===== config.mk =====
export PLATFORM = sky130hd
export DESIGN_NAME = arbitro_memoria_flat
export DESIGN_NICKNAME = d
export VERILOG_FILES = /design/src/rtl/arbitro_memoria_pkg.sv /design/src/rtl/arbitro_memoria_if.sv /design/src/rtl/arbitro_memoria_seletor_dono.sv /design/src/rtl/arbitro_memoria.sv /design/src/flat_wrapper.sv
export SDC_FILE = /design/constraint.sdc
export NUM_CORES = 1
export LEC_CHECK = 0
export CAP_MARGIN = 5
export CORE_MARGIN = 5
export CORE_UTILIZATION = 40
export CTS_CLUSTER_DIAMETER = 200
export DETAILED_ROUTE_END_ITERATION = 10
export PLACE_DENSITY = 0.74
export SLEW_MARGIN = 20
export SYNTH_ARGS = -nofsm -noshare
export SYNTH_HDL_FRONTEND = slang
export SYNTH_SLANG_ARGS = --single-unit

===== constraint.sdc =====
create_clock -name clk -period 2.9 [get_ports clk]
set_input_delay 0.58 -clock clk [delete_from_list [all_inputs] [get_ports clk]]
set_output_delay 0.58 -clock clk [all_outputs]
set_load 0.1 [all_outputs]

===== src/rtl/arbitro_memoria_pkg.sv =====
// Shared encodings for the memory arbiter: sequencer states and access owner.
package arbitro_memoria_pkg;

  localparam logic [1:0] ST_IDLE   = 2'd0;
  localparam logic [1:0] ST_ACCESS = 2'd1;
  localparam logic [1:0] ST_WAIT   = 2'd2;
  localparam logic [1:0] ST_RESP   = 2'd3;

  typedef enum logic [1:0] {
    OWN_NONE = 2'd0,
    OWN_IF   = 2'd1,
    OWN_DT   = 2'd2
  } owner_t;

endpackage


===== src/rtl/arbitro_memoria_if.sv =====
// Bundle of requester handshakes and memoram pins seen by the arbiter.
// The slave side is the arbiter; the master side is the requesters plus the memory.
interface arbitro_memoria_if #(
  parameter int ADDR_W = 4,
  parameter int DATA_W = 16
);

  logic              if_req;
  logic [ADDR_W-1:0] if_addr;
  logic              if_ack;
  logic              if_rvalid;
  logic [DATA_W-1:0] if_rdata;

  logic              dt_req;
  logic              dt_we;
  logic [ADDR_W-1:0] dt_addr;
  logic [DATA_W-1:0] dt_wdata;
  logic              dt_ack;
  logic              dt_rvalid;
  logic [DATA_W-1:0] dt_rdata;

  logic [ADDR_W-1:0] mem_address;
  logic [DATA_W-1:0] mem_data;
  logic              mem_wren;
  logic [DATA_W-1:0] mem_q;

  logic              busy;

  modport slave (
    input  if_req, if_addr, dt_req, dt_we, dt_addr, dt_wdata, mem_q,
    output if_ack, if_rvalid, if_rdata, dt_ack, dt_rvalid, dt_rdata,
    output mem_address, mem_data, mem_wren, busy
  );

  modport master (
    output if_req, if_addr, dt_req, dt_we, dt_addr, dt_wdata, mem_q,
    input  if_ack, if_rvalid, if_rdata, dt_ack, dt_rvalid, dt_rdata,
    input  mem_address, mem_data, mem_wren, busy
  );

endinterface


===== src/rtl/arbitro_memoria_seletor_dono.sv =====
// Owner pick for the next grant: data first, unless fetch has waited through
// MAX_DATA_STREAK consecutive data grants.
module seletor_dono
  import arbitro_memoria_pkg::*;
#(
  parameter int MAX_DATA_STREAK = 2
) (
  input  logic   clk,
  input  logic   rst,
  input  logic   if_req,
  input  logic   dt_req,
  input  logic   idle,
  input  logic   grant,
  output owner_t owner
);

  localparam int            SW         = $clog2(MAX_DATA_STREAK + 1);
  localparam logic [SW-1:0] STREAK_MAX = SW'(MAX_DATA_STREAK);

  logic [SW-1:0] streak;
  logic          force_if;

  assign force_if = if_req && (streak == STREAK_MAX);

  always_comb begin
    // NOTE: default assigned first so every path drives owner and no latch is inferred.
    owner = OWN_NONE;
    if (dt_req && !force_if) begin
      owner = OWN_DT;
    end else if (if_req) begin
      owner = OWN_IF;
    end
  end

  always_ff @(posedge clk or posedge rst) begin
    if (rst) begin
      streak <= '0;
    end else if (idle) begin
      // Only data grants that actually starve a pending fetch count.
      if (!if_req || (grant && owner == OWN_IF)) begin
        streak <= '0;
      end else if (grant && owner == OWN_DT && streak != STREAK_MAX) begin
        streak <= streak + 1'b1;
      end
    end
  end

endmodule


===== src/rtl/arbitro_memoria.sv =====
// Single-port arbiter/sequencer for the shared instruction/data memoram.
// Hides the registered read latency behind req/ack/rvalid handshakes (READ_LAT >= 2).
module arbitro_memoria
  import arbitro_memoria_pkg::*;
#(
  parameter int ADDR_W          = 4,
  parameter int DATA_W          = 16,
  parameter int READ_LAT        = 2,
  parameter int MAX_DATA_STREAK = 2
) (
  input logic              clk,
  input logic              rst,
  arbitro_memoria_if.slave bus
);

  localparam int            LW      = $clog2(READ_LAT + 1);
  localparam logic [LW-1:0] LAT_END = LW'(READ_LAT);

  logic [1:0]    state;
  owner_t        owner_q;
  owner_t        pick;
  logic          idle;
  logic          grant;
  logic [LW-1:0] lat_cnt;
  logic [LW-1:0] lat_nxt;

  assign idle    = (state == ST_IDLE);
  assign grant   = idle && (bus.if_req || bus.dt_req);
  assign lat_nxt = lat_cnt + 1'b1;

  seletor_dono #(
    .MAX_DATA_STREAK(MAX_DATA_STREAK)
  ) u_seletor_dono (
    .clk   (clk),
    .rst   (rst),
    .if_req(bus.if_req),
    .dt_req(bus.dt_req),
    .idle  (idle),
    .grant (grant),
    .owner (pick)
  );

  always_ff @(posedge clk or posedge rst) begin
    if (rst) begin
      state           <= ST_IDLE;
      owner_q         <= OWN_NONE;
      lat_cnt         <= '0;
      bus.if_ack      <= 1'b0;
      bus.dt_ack      <= 1'b0;
      bus.if_rvalid   <= 1'b0;
      bus.dt_rvalid   <= 1'b0;
      bus.if_rdata    <= '0;
      bus.dt_rdata    <= '0;
      bus.mem_address <= '0;
      bus.mem_data    <= '0;
      bus.mem_wren    <= 1'b0;
      bus.busy        <= 1'b0;
    end else begin
      // NOTE: non-blocking assignments throughout so every register sees pre-edge values.
      bus.if_ack    <= 1'b0;
      bus.dt_ack    <= 1'b0;
      bus.if_rvalid <= 1'b0;
      bus.dt_rvalid <= 1'b0;

      case (state)
        ST_IDLE: begin
          if (grant) begin
            owner_q  <= pick;
            state    <= ST_ACCESS;
            bus.busy <= 1'b1;
            if (pick == OWN_DT) begin
              bus.mem_address <= bus.dt_addr;
              bus.mem_data    <= bus.dt_wdata;
              bus.mem_wren    <= bus.dt_we;
              bus.dt_ack      <= 1'b1;
            end else begin
              bus.mem_address <= bus.if_addr;
              bus.mem_data    <= '0;
              bus.mem_wren    <= 1'b0;
              bus.if_ack      <= 1'b1;
            end
          end
        end

        ST_ACCESS: begin
          // The memory samples address/data/wren on this edge.
          if (bus.mem_wren) begin
            bus.mem_wren <= 1'b0;
            owner_q      <= OWN_NONE;
            state        <= ST_IDLE;
            bus.busy     <= 1'b0;
          end else begin
            lat_cnt <= LW'(1);
            state   <= ST_WAIT;
          end
        end

        ST_WAIT: begin
          lat_cnt <= lat_nxt;
          if (lat_nxt == LAT_END) begin
            state <= ST_RESP;
          end
        end

        ST_RESP: begin
          if (owner_q == OWN_DT) begin
            bus.dt_rdata  <= bus.mem_q;
            bus.dt_rvalid <= 1'b1;
          end else begin
            bus.if_rdata  <= bus.mem_q;
            bus.if_rvalid <= 1'b1;
          end
          owner_q  <= OWN_NONE;
          state    <= ST_IDLE;
          bus.busy <= 1'b0;
        end

        default: begin
          state <= ST_IDLE;
        end
      endcase
    end
  end

endmodule


===== src/flat_wrapper.sv =====
// flat-port wrapper written by rule: the top's interface ports become plain ports
module arbitro_memoria_flat import arbitro_memoria_pkg::*;
#(
  parameter int ADDR_W          = 4,
  parameter int DATA_W          = 16,
  parameter int READ_LAT        = 2,
  parameter int MAX_DATA_STREAK = 2
)
  (clk, rst, bus_if_req, bus_if_addr, bus_dt_req, bus_dt_we, bus_dt_addr, bus_dt_wdata, bus_mem_q, bus_if_ack, bus_if_rvalid, bus_if_rdata, bus_dt_ack, bus_dt_rvalid, bus_dt_rdata, bus_mem_address, bus_mem_data, bus_mem_wren, bus_busy);
  arbitro_memoria_if #(.ADDR_W(ADDR_W), .DATA_W(DATA_W)) bus_i ();
  input logic clk;
  input logic rst;
  input wire logic [$bits(bus_i.if_req)-1:0] bus_if_req;
  input wire logic [$bits(bus_i.if_addr)-1:0] bus_if_addr;
  input wire logic [$bits(bus_i.dt_req)-1:0] bus_dt_req;
  input wire logic [$bits(bus_i.dt_we)-1:0] bus_dt_we;
  input wire logic [$bits(bus_i.dt_addr)-1:0] bus_dt_addr;
  input wire logic [$bits(bus_i.dt_wdata)-1:0] bus_dt_wdata;
  input wire logic [$bits(bus_i.mem_q)-1:0] bus_mem_q;
  output wire logic [$bits(bus_i.if_ack)-1:0] bus_if_ack;
  output wire logic [$bits(bus_i.if_rvalid)-1:0] bus_if_rvalid;
  output wire logic [$bits(bus_i.if_rdata)-1:0] bus_if_rdata;
  output wire logic [$bits(bus_i.dt_ack)-1:0] bus_dt_ack;
  output wire logic [$bits(bus_i.dt_rvalid)-1:0] bus_dt_rvalid;
  output wire logic [$bits(bus_i.dt_rdata)-1:0] bus_dt_rdata;
  output wire logic [$bits(bus_i.mem_address)-1:0] bus_mem_address;
  output wire logic [$bits(bus_i.mem_data)-1:0] bus_mem_data;
  output wire logic [$bits(bus_i.mem_wren)-1:0] bus_mem_wren;
  output wire logic [$bits(bus_i.busy)-1:0] bus_busy;
  assign bus_i.if_req = bus_if_req;
  assign bus_i.if_addr = bus_if_addr;
  assign bus_i.dt_req = bus_dt_req;
  assign bus_i.dt_we = bus_dt_we;
  assign bus_i.dt_addr = bus_dt_addr;
  assign bus_i.dt_wdata = bus_dt_wdata;
  assign bus_i.mem_q = bus_mem_q;
  assign bus_if_ack = bus_i.if_ack;
  assign bus_if_rvalid = bus_i.if_rvalid;
  assign bus_if_rdata = bus_i.if_rdata;
  assign bus_dt_ack = bus_i.dt_ack;
  assign bus_dt_rvalid = bus_i.dt_rvalid;
  assign bus_dt_rdata = bus_i.dt_rdata;
  assign bus_mem_address = bus_i.mem_address;
  assign bus_mem_data = bus_i.mem_data;
  assign bus_mem_wren = bus_i.mem_wren;
  assign bus_busy = bus_i.busy;
  arbitro_memoria #(.ADDR_W(ADDR_W), .DATA_W(DATA_W), .READ_LAT(READ_LAT), .MAX_DATA_STREAK(MAX_DATA_STREAK)) u_core (.clk(clk), .rst(rst), .bus(bus_i));
endmodule

==> flow_summary.yaml <==
status:
  outcome: "completed"
min_path:
  min_path_type: "reg -> reg"
  hold_start: "u_core.u_seletor_dono.streak[0]$_DFFE_PP0P_"
clock_network:
  clk_latency_ps: 330
  cts_tree: "yes"
  cts_hold_buf: 0
  cts.htree.levels: 3
  cts_setup_buffers: 0
  clock_sinks: 66
  clockRootBuffer: "clkbuf_8"
  cts_resized: 0
  path_clk_slew_ps: 70
  ctsLongestPathBuffers: 2
  cts_buffers: 9
critical_path:
  worst-path-buf-inv: 1
  cpMaxStageDelayCell: "and2_1"
  critPathArrivalTime_ps: 2210
  startpoint: "bus_dt_req"
  cpPeakStageDelay_ps: 620
  critPathRequiredTime_ps: 3160
  startpoint_type: "input port"
  end_kind: "flip-flop"
  regToRegStartpoint: "u_core.u_seletor_dono.streak[0]$_DFFE_PP0P_"
  cp_top_family: "simple AND/OR/NAND/NOR gates"
  path_class: "in -> reg"
  crit_chain: "clkdlybuf4s50_1 -> a21boi_2 -> and2_1 -> a22o_1"
  cp_max_fo: 18
global_routing:
  gr-usage-met3: 0.0311
  grtUsageMet2: 0.248
  top_usage_layer: "met2"
  antenna_found_initial: 0
  track_usage: 0.147
  grt_max_degree: 39
  grt_pass1_wl_um: 9650
  met1_usage: 0.182
  grt_pass1_vias: 1886
  overflow: 0
synth:
  syn-cell-area_sq_um: 2670
  synth_cell_type_count: 33
  syn_inst: 173
  synth-main-ff-cell: "dfrtp_1"
  avgSynthCellArea_sq_um: 15.4
  synth_area_leaders: "dfrtp_1 62%, mux2_4 10%, mux2_2 5.9%"
  yosys_register_bits: 66
  yosysTopAreaCellShare: 0.619
  synth_top_area_cell: "dfrtp_1"
  synth_most_common_cell: "dfrtp_1"
  async_reset_ff_frac: 1.00
  ys_seq_area_frac: 0.619
  ys_warn_count: 0
  synth-edff-count: 0
  synth_nets: 220
  ys_top_cells_by_count: "66 x dfrtp_1, 18 x mux2_4, 16 x a22o_1"
routing:
  drc_errors: 0
  vias: 1775
  drt_pass1_iterations: 4
  routed_wl_um: 5940
  vias_per_cell: 4.93
  drt_iter0_markers: 36
  drt.antenna.violating_nets: 0
  avgRoutedWirePerCell_um: 16.5
placed_design:
  gp_congestion: 0.723
  dp_hpwl_um: 4350
  numPortBuffers: 102
  post-place-ws_ps: 631
final_layout:
  drive_gt1_frac: 0.417
  n_fill_cell: 523
  nets: 325
  area_growth_pct: 41.5
  antenna_cells: 0
  multi_input_area_sq_um: 907
  seq_area_sq_um: 1650
sta:
  period_share: 0.673
  rsz0062_at_grt: "no"
  relSlewSlack: 0.541
  tns_ps: 0
  final.min_clock_period_ps: 1950
  tightestPinTransition_ps: 689
  fin_skew_ps: 6.32
  setup_viol: 0
  worst_slack_ps: 950
  max_freq_mhz: 513
  hold_viol: 0
  maxSlewViolCount: 0
die:
  start_util: 0.416
  io_pins: 103
  rows: 29
  fp.coreArea_sq_um: 6420
  die_x_um: 91.7
  chipHeight_um: 91.7
  dieArea_sq_um: 8410
flow_run:
  max_cap_viol_count: 0
state kept, by name, indices dropped and copies added, names as in the netlist, named ones only:
| register | count |
|---|---|
| u_core.bus.dt_rvalid | 1 |
| u_core.bus.if_rdata | 16 |
| u_core.bus.mem_data | 16 |
| u_core.bus.dt_rdata | 16 |
| u_core.bus.mem_address | 4 |
| u_core.bus.busy | 1 |
| u_core.bus.if_rvalid | 1 |
| u_core.bus.mem_wren | 1 |
| u_core.owner_q | 2 |
| u_core.bus.dt_ack | 1 |
| u_core.lat_cnt | 2 |
| u_core.state | 1 |
| u_core.bus.if_ack | 1 |
| u_core.u_seletor_dono.streak | 2 |
logic make-up (layout without fill, tap and decap cells):
kind of cell,count (synthesis),in the layout,synth area share
fa+ha+maj,2,2,0.00937
simple gates,24,24,0.0670
mux,33,33,0.164
buf+inv,15,125,0.0413
compound gates,33,33,0.0994
flops,66,66,0.619
layout make-up:
type / count / share of cell area
sequential: 66 / 0.437
multi-input combinational: 92 / 0.240
timing repair buffer: 103 / 0.237
clock buffer: 9 / 0.0328
tap: 77 / 0.0255
clock inverter: 7 / 0.0209
inverter: 6 / 0.00596
metal layers:
| layer | up-vias | share of wire |
|---|---|---|
| met3 | 7 | 0.049 |
| met2 | 55 | 0.50 |
| met1 | 877 | 0.43 |
| li1 | 836 | - |
| met4 | 0 | 0.013 |
| met5 | - | 0 |
cell usage in the layout (no fill, tap or decap), drive strengths merged, types with 2 or more instances in the layout:
cell	instances
dfrtp	66
buf	59
clkdlybuf4s50	44
mux2	32
a22o	16
clkbuf	9
and3	7
inv	7
o21ai	6
nand2	6
a221o	4
clkinvlp	3
nor2	3
or2	2
a21oi	2
ha	2
clkinv	2
nor2b	2
nand3	2
a31o	2
worst paths after layout:
path,cells after the start,slack (ps),to
worst max-delay path,4,950,u_core.bus.mem_data[4]$_DFFE_PP0P_
worst max register to register,5,1110,u_core.bus.mem_data[4]$_DFFE_PP0P_
min in group asynchronous,2,650,u_core.bus.if_rdata[5]$_DFFE_PP0P_
worst min-delay path,1,490,u_core.u_seletor_dono.streak[0]$_DFFE_PP0P_
worst min register to register,1,490,u_core.u_seletor_dono.streak[0]$_DFFE_PP0P_
max in group asynchronous,3,1630,u_core.bus.mem_data[4]$_DFFE_PP0P_
stage by stage:
step	cells	area, sq um	hold WS, ps	utilization
final	360	3780	490	0.588
after global routing	360	3780	513	0.588
after CTS	360	3780	497	0.588
after detailed placement	344	3570	486	0.556
after global placement	344	3570	466	0.556
after floorplan	173	2670	451	-
Power is left out: the tool's default activity adds up to more than one toggle a clock period on the data nets, which glitch-free logic cannot reach.
